$ cat src/rtl/issue_slot_param_pkg.sv
// issue_pkg: uop bundle, issue-window state enum and opcode constants
// shared by the issue slot, its interface and its wakeup comparators.
package issue_pkg;

  localparam int ISSUE_NUM_WAKEUP = 2;
  localparam int ISSUE_PREG_W     = 7;
  localparam int ISSUE_BRMASK_W   = 12;
  localparam int UOPC_W           = 7;

  localparam logic [UOPC_W-1:0] UOPC_NOP = 7'd0;
  localparam logic [UOPC_W-1:0] UOPC_ADD = 7'd1;
  localparam logic [UOPC_W-1:0] UOPC_LD  = 7'd2;
  localparam logic [UOPC_W-1:0] UOPC_STA = 7'd3;
  localparam logic [UOPC_W-1:0] UOPC_BEQ = 7'd4;

  typedef enum logic [1:0] {
    IW_INVALID = 2'd0,
    IW_ONE     = 2'd1,
    IW_TWO     = 2'd2
  } iw_state_e;

  typedef struct packed {
    logic [UOPC_W-1:0]         uopc;
    logic [31:0]               inst;
    logic [ISSUE_PREG_W-1:0]   pdst;
    logic [ISSUE_PREG_W-1:0]   prs1;
    logic [ISSUE_PREG_W-1:0]   prs2;
    logic                      p1_busy;
    logic                      p2_busy;
    logic [ISSUE_BRMASK_W-1:0] br_mask;
    logic [1:0]                dst_rtype;
    logic [1:0]                lrs1_rtype;
    logic [1:0]                lrs2_rtype;
    logic                      is_br;
    logic                      is_load;
    logic                      is_store;
    logic                      iw_p1_poisoned;
    logic                      iw_p2_poisoned;
  } uop_t;

endpackage

$ cat src/rtl/issue_slot_param_if.sv
// Slot handshake bundle: alloc/clear/grant in, valid/request/uop out.
// master = issue queue control, slave = the slot.
interface issue_slot_param_if;
  import issue_pkg::*;

  logic      alloc_valid;
  uop_t      alloc_uop;
  iw_state_e alloc_iw_state;
  logic      clear;
  logic      grant;
  logic      valid;
  logic      request;
  logic      will_be_valid;
  uop_t      out_uop;
  iw_state_e out_iw_state;

  modport master (
    output alloc_valid, alloc_uop, alloc_iw_state,
    output clear, grant,
    input  valid, request, will_be_valid,
    input  out_uop, out_iw_state
  );

  modport slave (
    input  alloc_valid, alloc_uop, alloc_iw_state,
    input  clear, grant,
    output valid, request, will_be_valid,
    output out_uop, out_iw_state
  );

endinterface

$ cat src/rtl/issue_slot_param_wakeup_match.sv
// wakeup_match: NUM_WAKEUP writeback comparators against one source preg.
// in: wakeup_valid, wakeup_pdst, prs; out: hit.
module wakeup_match
  import issue_pkg::*;
#(
  parameter int NUM_WAKEUP = ISSUE_NUM_WAKEUP,
  parameter int PREG_W     = ISSUE_PREG_W
) (
  input  logic [NUM_WAKEUP-1:0]        wakeup_valid,
  input  logic [NUM_WAKEUP*PREG_W-1:0] wakeup_pdst,
  input  logic [PREG_W-1:0]            prs,
  output logic                         hit
);

  always_comb begin
    hit = 1'b0;
    for (int i = 0; i < NUM_WAKEUP; i++) begin
      if (wakeup_valid[i] &&
          wakeup_pdst[i*PREG_W +: PREG_W] == prs)
        hit = 1'b1;
    end
  end

endmodule

$ cat src/rtl/issue_slot_param.sv
// issue_slot_param: one collapsing issue-queue entry (wakeup, brmask, kill,
// two-part store issue). Ports: clk, rst_n, io (slave), wakeup_*, br_*,
// flush; SPEC_WAKEUP_EN adds spec_wakeup_valid/spec_wakeup_pdst/ld_miss.
module issue_slot_param
  import issue_pkg::*;
#(
  parameter int NUM_WAKEUP = ISSUE_NUM_WAKEUP,
  parameter int PREG_W     = ISSUE_PREG_W,
  parameter int BRMASK_W   = ISSUE_BRMASK_W
) (
  input  logic                         clk,
  input  logic                         rst_n,
  issue_slot_param_if.slave            io,
  input  logic [NUM_WAKEUP-1:0]        wakeup_valid,
  input  logic [NUM_WAKEUP*PREG_W-1:0] wakeup_pdst,
  input  logic [BRMASK_W-1:0]          br_resolve_mask,
  input  logic [BRMASK_W-1:0]          br_mispred_mask,
  input  logic                         flush
`ifdef SPEC_WAKEUP_EN
  ,
  input  logic                         spec_wakeup_valid,
  input  logic [PREG_W-1:0]            spec_wakeup_pdst,
  input  logic                         ld_miss
`endif
);

  iw_state_e         state_q, state_d;
  uop_t              uop_q, uop_d, base;
  logic              kill, do_alloc, fire, req;
  logic              hit1, hit2;
  logic              s_hit1, s_hit2;
  logic              rebusy1, rebusy2;
  logic [PREG_W-1:0] prs1_sel, prs2_sel;

  // an empty slot's stale mask must not kill an incoming alloc
  assign kill = flush |
    ((state_q != IW_INVALID) &
     (|(uop_q.br_mask & br_mispred_mask)));

  assign do_alloc = io.alloc_valid &
    ((state_q == IW_INVALID) | io.clear);
  assign fire = io.grant & req;

  // wake the uop being written this cycle, else the stored one
  assign prs1_sel = do_alloc ? io.alloc_uop.prs1 : uop_q.prs1;
  assign prs2_sel = do_alloc ? io.alloc_uop.prs2 : uop_q.prs2;

  wakeup_match #(
    .NUM_WAKEUP (NUM_WAKEUP),
    .PREG_W     (PREG_W)
  ) u_wm1 (
    .wakeup_valid (wakeup_valid),
    .wakeup_pdst  (wakeup_pdst),
    .prs          (prs1_sel),
    .hit          (hit1)
  );

  wakeup_match #(
    .NUM_WAKEUP (NUM_WAKEUP),
    .PREG_W     (PREG_W)
  ) u_wm2 (
    .wakeup_valid (wakeup_valid),
    .wakeup_pdst  (wakeup_pdst),
    .prs          (prs2_sel),
    .hit          (hit2)
  );

`ifdef SPEC_WAKEUP_EN
  assign s_hit1 = spec_wakeup_valid &
    (spec_wakeup_pdst == prs1_sel);
  assign s_hit2 = spec_wakeup_valid &
    (spec_wakeup_pdst == prs2_sel);
  // poison lasts one cycle: a load miss then takes the operand back
  assign rebusy1 = ~do_alloc & uop_q.iw_p1_poisoned & ld_miss;
  assign rebusy2 = ~do_alloc & uop_q.iw_p2_poisoned & ld_miss;
`else
  assign s_hit1  = 1'b0;
  assign s_hit2  = 1'b0;
  assign rebusy1 = 1'b0;
  assign rebusy2 = 1'b0;
`endif

  always_comb begin
    base = do_alloc ? io.alloc_uop : uop_q;
    uop_d = base;
    uop_d.p1_busy = (base.p1_busy & ~hit1 & ~s_hit1) | rebusy1;
    uop_d.p2_busy = (base.p2_busy & ~hit2 & ~s_hit2) | rebusy2;
    uop_d.iw_p1_poisoned = s_hit1;
    uop_d.iw_p2_poisoned = s_hit2;
    uop_d.br_mask = base.br_mask & ~br_resolve_mask;
    // sta half issued: the std remainder only waits on p2
    if (!do_alloc && fire && state_q == IW_TWO)
      uop_d.p1_busy = 1'b0;
  end

  always_ff @(posedge clk or negedge rst_n) begin
    if (!rst_n) uop_q <= '0;
    else        uop_q <= uop_d;
  end

  always_ff @(posedge clk or negedge rst_n) begin
    if (!rst_n) state_q <= IW_INVALID;
    else        state_q <= state_d;
  end

  always_comb begin
    state_d = state_q;
    priority case (1'b1)
      kill:     state_d = IW_INVALID;
      do_alloc: state_d = io.alloc_iw_state;
      io.clear: state_d = IW_INVALID;
      fire:     state_d = (state_q == IW_TWO) ? IW_ONE : IW_INVALID;
      default:  state_d = state_q;
    endcase
  end

  always_comb begin
    req = (state_q != IW_INVALID) & ~kill & ~uop_q.p1_busy &
          (~uop_q.p2_busy | (state_q == IW_TWO));
    io.valid   = state_q != IW_INVALID;
    io.request = req;
    io.will_be_valid = (state_q != IW_INVALID) & ~kill &
      ~(io.grant & (state_q == IW_ONE)) & ~io.clear;
  end

  assign io.out_uop      = uop_q;
  assign io.out_iw_state = state_q;

  a_alloc_legal: assert property (
    @(posedge clk) disable iff (!rst_n)
    io.alloc_valid |-> (state_q == IW_INVALID || io.clear));

  a_grant_legal: assert property (
    @(posedge clk) disable iff (!rst_n)
    io.grant |-> (req || kill));

endmodule
$ cat src/flat_wrapper.sv
// flat-port wrapper written by rule: the top's interface ports become plain ports
module issue_slot_param_flat import issue_pkg::*;
#(
  parameter int NUM_WAKEUP = ISSUE_NUM_WAKEUP,
  parameter int PREG_W     = ISSUE_PREG_W,
  parameter int BRMASK_W   = ISSUE_BRMASK_W
)
  (clk, rst_n, wakeup_valid, wakeup_pdst, br_resolve_mask, br_mispred_mask, flush, io_alloc_valid, io_alloc_uop, io_alloc_iw_state, io_clear, io_grant, io_valid, io_request, io_will_be_valid, io_out_uop, io_out_iw_state);
  issue_slot_param_if io_i ();
  input  logic clk;
  input  logic rst_n;
  input  logic [NUM_WAKEUP-1:0] wakeup_valid;
  input  logic [NUM_WAKEUP*PREG_W-1:0] wakeup_pdst;
  input  logic [BRMASK_W-1:0] br_resolve_mask;
  input  logic [BRMASK_W-1:0] br_mispred_mask;
  input  logic flush;
  input wire logic [$bits(io_i.alloc_valid)-1:0] io_alloc_valid;
  input wire logic [$bits(io_i.alloc_uop)-1:0] io_alloc_uop;
  input wire logic [$bits(io_i.alloc_iw_state)-1:0] io_alloc_iw_state;
  input wire logic [$bits(io_i.clear)-1:0] io_clear;
  input wire logic [$bits(io_i.grant)-1:0] io_grant;
  output wire logic [$bits(io_i.valid)-1:0] io_valid;
  output wire logic [$bits(io_i.request)-1:0] io_request;
  output wire logic [$bits(io_i.will_be_valid)-1:0] io_will_be_valid;
  output wire logic [$bits(io_i.out_uop)-1:0] io_out_uop;
  output wire logic [$bits(io_i.out_iw_state)-1:0] io_out_iw_state;
  assign io_i.alloc_valid = io_alloc_valid;
  assign io_i.alloc_uop = io_alloc_uop;
  assign io_i.alloc_iw_state = io_alloc_iw_state;
  assign io_i.clear = io_clear;
  assign io_i.grant = io_grant;
  assign io_valid = io_i.valid;
  assign io_request = io_i.request;
  assign io_will_be_valid = io_i.will_be_valid;
  assign io_out_uop = io_i.out_uop;
  assign io_out_iw_state = io_i.out_iw_state;
  issue_slot_param #(.NUM_WAKEUP(NUM_WAKEUP), .PREG_W(PREG_W), .BRMASK_W(BRMASK_W)) u_core (.clk(clk), .rst_n(rst_n), .io(io_i), .wakeup_valid(wakeup_valid), .wakeup_pdst(wakeup_pdst), .br_resolve_mask(br_resolve_mask), .br_mispred_mask(br_mispred_mask), .flush(flush));
endmodule
$ cat config.mk
export PLATFORM = sky130hd
export DESIGN_NAME = issue_slot_param_flat
export DESIGN_NICKNAME = d
export VERILOG_FILES = /design/src/rtl/issue_slot_param_pkg.sv /design/src/rtl/issue_slot_param_if.sv /design/src/rtl/issue_slot_param_wakeup_match.sv /design/src/rtl/issue_slot_param.sv /design/src/flat_wrapper.sv
export SDC_FILE = /design/constraint.sdc
export NUM_CORES = 1
export LEC_CHECK = 0
export CORE_ASPECT_RATIO = 1.1
export CORE_MARGIN = 2
export CORE_UTILIZATION = 45
export DETAILED_ROUTE_END_ITERATION = 8
export DONT_BUFFER_PORTS = 1
export MAX_ROUTING_LAYER = met4
export PLACE_DENSITY = 0.68
export SLEW_MARGIN = 20
export SYNTH_ARGS = -nofsm -noshare
export SYNTH_HDL_FRONTEND = slang
export SYNTH_SLANG_ARGS = --single-unit
export TNS_END_PERCENT = 20
$ cat constraint.sdc
create_clock -name clk -period 3 [get_ports clk]
set_input_delay 0.6 -clock clk [delete_from_list [all_inputs] [get_ports clk]]
set_output_delay 0.6 -clock clk [all_outputs]
set_load 0.02 [all_outputs]
# Yosys cells after proc, flatten, opt, wreduce, memory -nomap -nowiden
# Cells that the tools add are included.
# totals
register_bits,85
output_inout_bits,90
word_cells,69
# classes
n_eq_ne,6
mux,13
n_bitwise,24
reduce_logical,11
# ops
operator,n
$eq 7x7->1,4
$mux 25,1
$and 12x12->12,2
$mux 7,2
$not 12->12,1
$reduce_or 12->1,1
$and 1x1->1,11
$mux 2,4
$not 1->1,7
$logic_and 1x1->1,6
$mux 1,6
$reduce_bool 4->1,1
$or 1x1->1,3
$eq 2x1->1 const B,1
$eq 2x2->1 const B,1
$logic_not 2->1,1
$reduce_bool 2->1,1
$logic_not 1->1,1

# Depth between registers and ports, before layout
# Gate-level depths: netlist (run 1).
# logic_depth
ltp_word,13
depth_mapped,7
ltp_nobuf,7

# Hierarchy
# Synthesis (run 1) repeated with hierarchy kept, for this count alone.
# hier_totals
cells_unflattened,428
area_unflattened_um2,3713.6
# by_module_without_submodules
mod,instances,cells_per_inst,area_each_um2,seq_area_each_um2
issue_slot_param,1,388,3400.8,2127.0
wakeup_match,2,20,156.4,0.0

# Worst setup path before layout (run 1)
# Ideal clock, no wire load.
# synth_timing
path_kind,in2out
from,input port br_mispred_mask[2]
to,output port io_will_be_valid
t_arrival_ps,1815
setup_slack_ps,585
path_stages,5
n_path_buf,0
cell_sequence,a22o_1 -> a221oi_1 -> nand3_1 -> a21o_1 -> nor3_1
# synth_between
elab_chain_len,8
# synth_rtl
element,line,source
"start, declared",flat_wrapper.sv:15,input logic [BRMASK_W-1:0] br_mispred_mask;
$and 12x12->12,issue_slot_param.sv:38,(|(uop_q.br_mask & br_mispred_mask)));
$reduce_or 12->1,issue_slot_param.sv:38,
$and 1x1->1,issue_slot_param.sv:37,((state_q != IW_INVALID) &
$or 1x1->1,issue_slot_param.sv:36,assign kill = flush |
$not 1->1,issue_slot_param.sv:122,io.will_be_valid = (state_q != IW_INVALID) & ~kill &
$and 1x1->1 (2 in series),issue_slot_param.sv:122,
$and 1x1->1,issue_slot_param.sv:123,~(io.grant & (state_q == IW_ONE)) & ~io.clear;
"end, declared",flat_wrapper.sv:24,output wire logic [$bits(io_i.will_be_valid)-1:0] io_will_be_valid;
# No other way between the ends.

# Worst setup path after layout (run 1)
# layout_timing
from,"register u_core.uop_q, in the netlist u_core.io.out_uop[20]"
to,output port io_will_be_valid
# layout_between
elab_chain_len,8
# layout_rtl
element,line,source
"start, declared",issue_slot_param.sv:28,"uop_t uop_q, uop_d, base;"
"start signal, assigned",issue_slot_param.sv:98,else uop_q <= uop_d;
$and 12x12->12,issue_slot_param.sv:38,
$reduce_or 12->1,issue_slot_param.sv:38,
$and 1x1->1,issue_slot_param.sv:37,
$or 1x1->1,issue_slot_param.sv:36,
$not 1->1,issue_slot_param.sv:122,
$and 1x1->1 (2 in series),issue_slot_param.sv:122,
$and 1x1->1,issue_slot_param.sv:123,
# No other way between the ends.

==> flow_metrics.tcl, run 1 <==
set metrics [dict create \
    synth_cell_types 39 \
    viasPerCell 5.514 \
    portBuffers 0 \
    io_pins 223 \
    yosys.area.top_type "dfrtp_1" \
    dr.pass1.iters 4 \
    path_class "flop to primary output" \
    synth_seq_cells 85 \
    cp-end-kind "primary output" \
    drc 0 \
    nNetsFinal 575 \
    r2r_start "u_core.io.out_iw_state[0]" \
    area_growth_pct 7.496 \
    p_per_area_nw_per_um2 656.7 \
    cts_root_buffer "clkbuf_8" \
    clock_sinks 85 \
    tightest_slew_ps 679.9 \
    syn_area_sq_um 3923 \
    hold_viol 0 \
    cts_tree "done" \
    setup_viol_count_final 0 \
    relSlewSlack_pct 54.67 \
    drt-wirelength-per-cell_um 17.43 \
    clk_pin_slew_ps 100 \
    layout-drive-gt1-share_pct 8.949 \
    cts_buffer_depth 2 \
    finalMaxSlewViolations 0 \
    fin_crit_ps 2726 \
    wl_met2_um 4757 \
    die_area_sq_um 9481 \
    cts_buffers 9 \
    cap_violations 0 \
    synth_edf_count 0 \
    postCtsSetupRepairBufs 0 \
    top_layer "met4" \
    regToRegEndpoint "u_core.io.out_uop[24]" \
    avgSynthCellArea_sq_um 8.775 \
    die_w_um 93.02 \
    ys_seq_area_share_pct 54.23 \
    antenna_found_initial 0 \
    fin_tns_setup_ps 0 \
    grt_pass1_wl_um 14520 \
    max_clock_freq_mhz 366.8 \
    reg2reg_setup_slack_ps 780 \
    cp-start-kind "flop" \
    drt-met1-wl_um 3889 \
    overflow 0 \
    p_leak_uw 0.002089 \
    hold_class "input port to asynchronous set/reset pin" \
    htreeDepth 3 \
    rows 35 \
    final_cell_mix "nand2_1 (209), dfrtp_1 (85), a21oi_1 (28)" \
    synth_top_area_share_pct 54.23 \
    grt_max_degree 86 \
    layout_commonest_cell "nand2_1" \
    ant_nets 0 \
    die_h_um 101.9 \
    grt_pass1_vias 3043 \
    final.setup_skew_ps 12.23 \
    required_ps 2400 \
    antenna_cells 0 \
    reg2reg_depth 6 \
    vias 3077 \
    dp_hpwl_um 6995 \
    vdd_ir_drop_max_mv 0.2926 \
    initial_core_util_pct 46.65 \
    p_total_uw 2769 \
    drt-total-wl_um 9727 \
    wl_met3_um 909 \
    clkLatencyLatePin_ps 350 \
    synth_ff_type "dfrtp_1" \
    ys_top_cells_by_area "dfrtp_1 (54%), nand2_1 (20%), a21oi_1 (3.6%)" \
    crit_fanout 3 \
    drt_iter0_drc 120 \
    cts_resized 0 \
    gp_congestion 0.8200 \
    async_flop_share_pct 100.0 \
    coreArea_sq_um 8408 \
    yosysWarnings 0 \
    status "finished, final reports clean" \
    synthCells 447 \
    track_usage_pct 20.11 \
    arrival_ps 2130 \
    rsz0062_at_grt "false" \
    period_share_pct 90.88 \
]
report_power, final:
part | internal (uW) | total [uW] | switching, uW
Sequential | 1280 | 1560 | 285
Clock | 393 | 825 | 432
Combinational | 147 | 380 | 233
Total | 1820 | 2770 | 950
routing by layer:
| metal | up-vias | global-route usage, % |
|---|---|---|
| met1 | 1447 | 24.80 |
| li1 | 1449 | - |
| met5 | - | - |
| met4 | 0 | 7.692 |
| met2 | 164 | 31.61 |
| met3 | 17 | 5.826 |
cells in the mapped netlist (all sizes together), types with 2 or more instances:
library cell  count
a211oi            2
a21boi            2
a21oi            28
a221oi            3
a22o              3
and3              8
and3b             2
buf              11
clkbuf           10
dfrtp            85
inv               3
nand2           210
nand3            21
nand4             6
nor2              3
nor4b             4
o211a             2
o21ai            16
or2               2
or3               2
xnor2            14
critical path: stages, from the launching register on:
cell      delay (ps)
dfrtp_1          500
a22o_1           250
a221oi_1         290
nand3_1          170
a21o_1           240
nor3_1           180
buf_4            170
sequential cells by signal, indices dropped and copies added (netlist names):
signal and count:
u_core.io.out_iw_state 2, u_core.io.out_uop 83
repair_timing:
action,CTS,global route
hold endpoints to repair,85,0
hold buffers,1,0
setup endpoints to repair,0,0
how the worst max path moves through the flow:
stage,startpoint,endpoint,cells past startpoint
after floorplan,br_mispred_mask[2],io_will_be_valid,5
after global placement,br_mispred_mask[4],io_will_be_valid,6
after detailed placement,br_mispred_mask[4],io_will_be_valid,6
after CTS,u_core.io.out_uop[20],io_will_be_valid,6
after global routing,u_core.io.out_uop[20],io_will_be_valid,6
final,u_core.io.out_uop[20],io_will_be_valid,6
cell type report:
| type | instances | area, sq um |
|---|---|---|
| Inverter | 3 | 11.26 |
| Timing Repair Buffer | 4 | 50.05 |
| Tap cell | 111 | 138.9 |
| Clock buffer | 10 | 127.6 |
| Multi-Input combinational cell | 339 | 1692 |
| Fill cell | 791 | 4192 |
| Clock inverter | 6 | 70.07 |
| Sequential cell | 85 | 2127 |
cells by family (layout without fill, tap and decap cells):
family | after synthesis | in the layout | synth area share, %
AND/OR/NAND/NOR | 263 | 263 | 29.12
flip-flops | 85 | 85 | 54.23
AO/OA/AOI/OAI | 59 | 59 | 10.18
buffers and inverters | 24 | 23 | 2.998
XOR/XNOR | 14 | 14 | 3.126
other | 1 | 2 | 0.09560
multiplexers | 1 | 1 | 0.2552
metrics by stage:
| step | instance area (sq um) | instances | utilization (%) | hold WS, ps | setup WS, ps |
|---|---|---|---|---|---|
| after global placement | 3991 | 541 | 47.47 | 306.2 | 608.0 |
| after floorplan | 3926 | 448 | - | 304.4 | 584.9 |
| after CTS | 4217 | 558 | 50.15 | 144.6 | 233.4 |
| after global routing | 4217 | 558 | 50.15 | 161.5 | 135.7 |
| after detailed placement | 3991 | 541 | 47.47 | 306.7 | 580.8 |
| final | 4217 | 558 | 50.15 | 125.7 | 273.6 |
Power figures use the tool's default switching activity.
==> run 2, diff against run 1 <==
Settings changed: RECOVER_POWER set to 100.
==> run 2 against run 1 <==
Effect of this change:
- cell count unchanged
- setup slack improved by 9.3 ps
- sequential share of layout area increased by 0.93 points
- non-clock buffer count unchanged
- via count increased by 0.65%
- global-route usage unchanged
- critical endpoint unchanged
- worst hold slack improved by 180 ps
- largest cell class unchanged
- register-to-register slack got worse by 250 ps
- the flow now finishes with violations (capacitance limit, slew limit)
==> flow_metrics.tcl, run 2 (synthesized netlist as in run 1, its figures left out) <==
set metrics [dict create \
    status "finished with violations" \
    violations "capacitance limit, slew limit" \
    dr.pass1.iters 4 \
    antenna_found_initial 0 \
    postCtsSetupRepairBufs 0 \
    ant_nets 0 \
    use_met2_pct 31.61 \
    drt_iter0_drc 141 \
    vias 3097 \
    area_growth_pct 5.550 \
    overflow 0 \
    die_area_sq_um 9481 \
    cts_root_buffer "clkbuf_8" \
    period_share_pct 90.57 \
    largest_register_ffs 83 \
    cts_resized 0 \
    vdd_ir_drop_max_mv 0.2932 \
    hp-start "br_resolve_mask[9]" \
    whs_path_depth 1 \
    final_area_sq_um 4140 \
    p_leak_uw 0.002073 \
    p_per_area_nw_per_um2 663.9 \
    drt-total-wl_um 9727 \
    viasPerCell 5.550 \
    cts_buffers 9 \
    top_usage_layer "met2" \
    grt_pass1_vias 3043 \
    cp-end-kind "primary output" \
    relSlewSlack_pct -37.31 \
    hold_class "input port to flop" \
    clk_pin_slew_ps 90 \
    nNetsFinal 575 \
    fin_tns_setup_ps 0 \
    use_met3_pct 5.826 \
    clock_sinks 85 \
    drt-wirelength-per-cell_um 17.43 \
    cap_violations 1 \
    grt_max_degree 86 \
    die_w_um 93.02 \
    htreeDepth 3 \
    r2r_start "u_core.io.out_iw_state[0]" \
    coreArea_sq_um 8408 \
    portBuffers 0 \
    die_h_um 101.9 \
    path_class "flop to primary output" \
    max_clock_freq_mhz 368.0 \
    track_usage_pct 20.11 \
    gp_congestion 0.8200 \
    layout_commonest_cell "nand2_1" \
    cp-start-kind "flop" \
    register_area_sq_um 2127 \
    required_ps 2400 \
    finalMaxSlewViolations 86 \
    fin_hold_ws_ps 304.2 \
    clkLatencyLatePin_ps 350 \
    placed_area_sq_um 3991 \
    multi_input_area_sq_um 1640 \
    worst_hold_path.endpoint "u_core.io.out_uop[20]" \
    arrival_ps 2120 \
    layout-drive-gt1-share_pct 6.264 \
    rsz0062_at_grt "false" \
    cts_buffer_depth 2 \
    grt_pass1_wl_um 14520 \
    dp_hpwl_um 6995 \
    regToRegEndpoint "u_core.io.out_uop[21]" \
    p_total_uw 2749 \
    cts_tree "done" \
    initial_core_util_pct 46.65 \
    drc 0 \
    setup_viol_count_final 0 \
    fillers 808 \
    use_met1_pct 24.80 \
    reg2reg_setup_slack_ps 530 \
    antenna_cells 0 \
    reg2reg_depth 5 \
    tightest_slew_ps 2060 \
    hold_viol 0 \
    final.setup_skew_ps 13.59 \
    fin_crit_ps 2717 \
    crit_fanout 3 \
    final_cell_mix "nand2_1 (210), dfrtp_1 (85), a21oi_1 (28)" \
    rows 35 \
    io_pins 223 \
]
==> run 2: changes by cell type in the layout (fill, tap and decap cells not counted), moves of 2 or more <==
cell      before  now
o21ai_1        4    0
o21ai_0        4   15
clkbuf_2       0    2
o21ai_2        8    1
==> run 2: worst max path at each step <==
| stage | slack [ps] | end | startpoint |
|---|---|---|---|
| 2_1_floorplan | 580 | io_will_be_valid | br_mispred_mask[2] |
| 3_3_place_gp | 610 | io_will_be_valid | br_mispred_mask[4] |
| 3_5_place_dp | 580 | io_will_be_valid | br_mispred_mask[4] |
| 4_1_cts | 230 | io_will_be_valid | u_core.io.out_uop[20] |
| 5_1_grt | 140 | io_will_be_valid | u_core.io.out_uop[20] |
| 6_report | 280 | io_will_be_valid | u_core.io.out_uop[20] |
==> run 2: worst max-delay path, cell delays in order, from the launching register on <==
cell and delay [ps]:
dfrtp_1 500, a22o_1 250, a221oi_1 280, nand3_1 170, a21o_1 240, nor3_1 180
buf_4 170
==> run 2: cell type report <==
type / count / area share [%]
sequential: 85 / 51.38
multi-input combinational: 339 / 39.62
tap: 111 / 3.354
clock buffer: 10 / 3.082
clock inverter: 6 / 1.692
timing repair buffer: 4 / 0.6044
inverter: 3 / 0.2720
==> run 2: through the flow <==
| step | worst slack [ps] | util (%) | cells |
|---|---|---|---|
| 2_1_floorplan | 584.9 | - | 448 |
| 3_3_place_gp | 608.0 | 47.47 | 541 |
| 3_5_place_dp | 580.8 | 47.47 | 541 |
| 4_1_cts | 233.4 | 50.15 | 558 |
| 5_1_grt | 135.7 | 49.24 | 558 |
| 6_report | 283.0 | 49.24 | 558 |
==> run 2: per-layer routing <==
layer	part of all wire (%)	up-vias	routed length [um]
met5	0	-	0
met4	1.8	0	179
met3	9.5	17	923
met2	49	165	4738
met1	40	1467	3885
li1	-	1448	-
==> run 2: power breakdown <==
group,internal (uW),switching (uW)
combinational,136,228
clock,393,432
sequential,1280,282
total,1810,941
==> run 2: timing repair <==
| item | 4_1_cts | 5_1_grt |
|---|---|---|
| endpoints found under the hold margin | 85 | 0 |
| setup endpoints to repair | 0 | 0 |
| hold buffers | 1 | 0 |
==> run 3, diff against run 2 <==
Settings changed: CTS_BUF_LIST set to sky130_fd_sc_hd__clkbuf_4 sky130_fd_sc_hd__clkbuf_8.
==> run 3 against run 2 <==
Effect of this change:
- the flow still finishes with violations (capacitance limit, slew limit)
- count of clock-buffer cells in the layout did not move
- sequential share of layout area barely moved
- power rose by 0.32%
- global-route usage did not move
- critical path depth did not move
- clock skew barely moved
- via count barely moved
- critical path type unchanged
- critical endpoint unchanged
- largest power group unchanged
==> flow_metrics.tcl, run 3 (synthesized netlist as in run 1, its figures left out) <==
set metrics [dict create \
    cts_resized 0 \
    largest_register_ffs 83 \
    vdd_ir_drop_max_mv 0.2932 \
    gp_congestion 0.8200 \
    r2r_start "u_core.io.out_iw_state[0]" \
    htreeDepth 3 \
    path_class "flop to primary output" \
    hold_class "input port to flop" \
    drc 0 \
    coreArea_sq_um 8408 \
    antenna_cells 0 \
    area_growth_pct 5.646 \
    die_w_um 93.02 \
    regToRegEndpoint "u_core.io.out_uop[21]" \
    final_cell_mix "nand2_1 (210), dfrtp_1 (85), a21oi_1 (28)" \
    setup_viol_count_final 0 \
    rsz0062_at_grt "false" \
    clock_sinks 85 \
    nNetsFinal 575 \
    overflow 0 \
    worst_path_max_delay_cell "dfrtp_1" \
    viasPerCell 5.545 \
    grt_pass1_vias 3043 \
    drt_iter0_drc 141 \
    io_pins 223 \
    grt_max_degree 86 \
    placed_area_sq_um 3991 \
    period_share_pct 90.57 \
    arrival_ps 2120 \
    antenna_found_initial 0 \
    clk_pin_slew_ps 90 \
    cts_buffers 9 \
    dp_hpwl_um 6995 \
    finalMaxSlewViolations 86 \
    cts_tree "done" \
    grt_pass1_wl_um 14520 \
    crit_chain "a22o_1, a221oi_1, nand3_1, a21o_1, nor3_1, buf_4" \
    portBuffers 0 \
    cts_buffer_depth 2 \
    max_clock_freq_mhz 368.1 \
    final.setup_skew_ps 13.57 \
    fin_crit_ps 2717 \
    clkLatencyLatePin_ps 350 \
    fillers 806 \
    drt-wirelength-per-cell_um 17.42 \
    relSlewSlack_pct -37.29 \
    hold_viol 0 \
    status "finished with violations" \
    worst_hold_path.endpoint "u_core.io.out_uop[20]" \
    cts_root_buffer "clkbuf_8" \
    fin_tns_setup_ps 0 \
    reg2reg_setup_slack_ps 540 \
    initial_core_util_pct 46.65 \
    drt-total-wl_um 9721 \
    cp-end-kind "primary output" \
    required_ps 2400 \
    track_usage_pct 20.11 \
    violations "capacitance limit, slew limit" \
    vias 3094 \
    final_area_sq_um 4144 \
    hp-start "br_resolve_mask[9]" \
    tightest_slew_ps 2059 \
    p_leak_uw 0.002076 \
    reg2reg_depth 5 \
    layout_commonest_cell "nand2_1" \
    whs_path_depth 1 \
    die_area_sq_um 9481 \
    crit_fanout 3 \
    dr.pass1.iters 4 \
    rows 35 \
    cpPeakStageDelay_ps 500 \
    layout-drive-gt1-share_pct 6.488 \
    ant_nets 0 \
    p_per_area_nw_per_um2 665.5 \
    cp-start-kind "flop" \
    cap_violations 1 \
    die_h_um 101.9 \
]
==> run 3: report_power, final <==
group | total, uW | switching [uW] | internal, uW
clock network | 834 | 432 | 402
registers | 1560 | 282 | 1280
logic | 363 | 227 | 136
==> run 3: what timing repair did <==
item / CTS / global route
hold buffers: 1 / 0
hold endpoints to repair: 85 / 0
setup buffers: 0 / 0
==> run 3: metrics by stage <==
| step | total power (uW) | worst slack, ps | std cells | utilization, % | hold WS, ps |
|---|---|---|---|---|---|
| 4_1_cts | 2812 | 233.4 | 558 | 50.19 | 144.6 |
| 3_3_place_gp | 1928 | 608.0 | 541 | 47.47 | 306.2 |
| 3_5_place_dp | 1942 | 580.8 | 541 | 47.47 | 306.7 |
| 6_report | 2758 | 283.0 | 558 | 49.29 | 304.2 |
| 2_1_floorplan | 1857 | 584.9 | 448 | - | 304.4 |
| 5_1_grt | 2896 | 135.7 | 558 | 49.29 | 270.0 |
==> run 3: layout make-up <==
type	instances	area, sq um	share of cell area [%]
clock buffer	10	131.4	3.170
clock inverter	6	70.07	1.691
inverter	3	11.26	0.2717
multi-input combinational	339	1640	39.58
sequential	85	2127	51.33
tap	111	138.9	3.351
timing repair buffer	4	25.02	0.6039
==> run 3: critical path, delay by kind of cell, from the launching register on <==
| kind | cells | cell delay [ps] |
|---|---|---|
| AOI/OAI and AO/OA | 3 | 770 |
| buffers and inverters | 1 | 170 |
| DFF | 1 | 500 |
| and+or+nand+nor | 2 | 350 |
==> run 3: per-layer routing <==
| layer | global-route usage (%) | vias to the layer above | wire length, um |
|---|---|---|---|
| li1 | - | 1448 | - |
| met1 | 24.80 | 1466 | 3886 |
| met2 | 31.61 | 163 | 4734 |
| met3 | 5.826 | 17 | 921 |
| met4 | 7.692 | 0 | 179 |
| met5 | - | - | 0 |
==> run 3: worst max path at each step <==
stage / slack (ps) / to / from / depth (start not counted)
floorplan: 580 / io_will_be_valid / br_mispred_mask[2] / 5
global route: 140 / io_will_be_valid / u_core.io.out_uop[20] / 6
detailed placement: 580 / io_will_be_valid / br_mispred_mask[4] / 6
global placement: 610 / io_will_be_valid / br_mispred_mask[4] / 6
CTS: 230 / io_will_be_valid / u_core.io.out_uop[20] / 6
finish: 280 / io_will_be_valid / u_core.io.out_uop[20] / 6
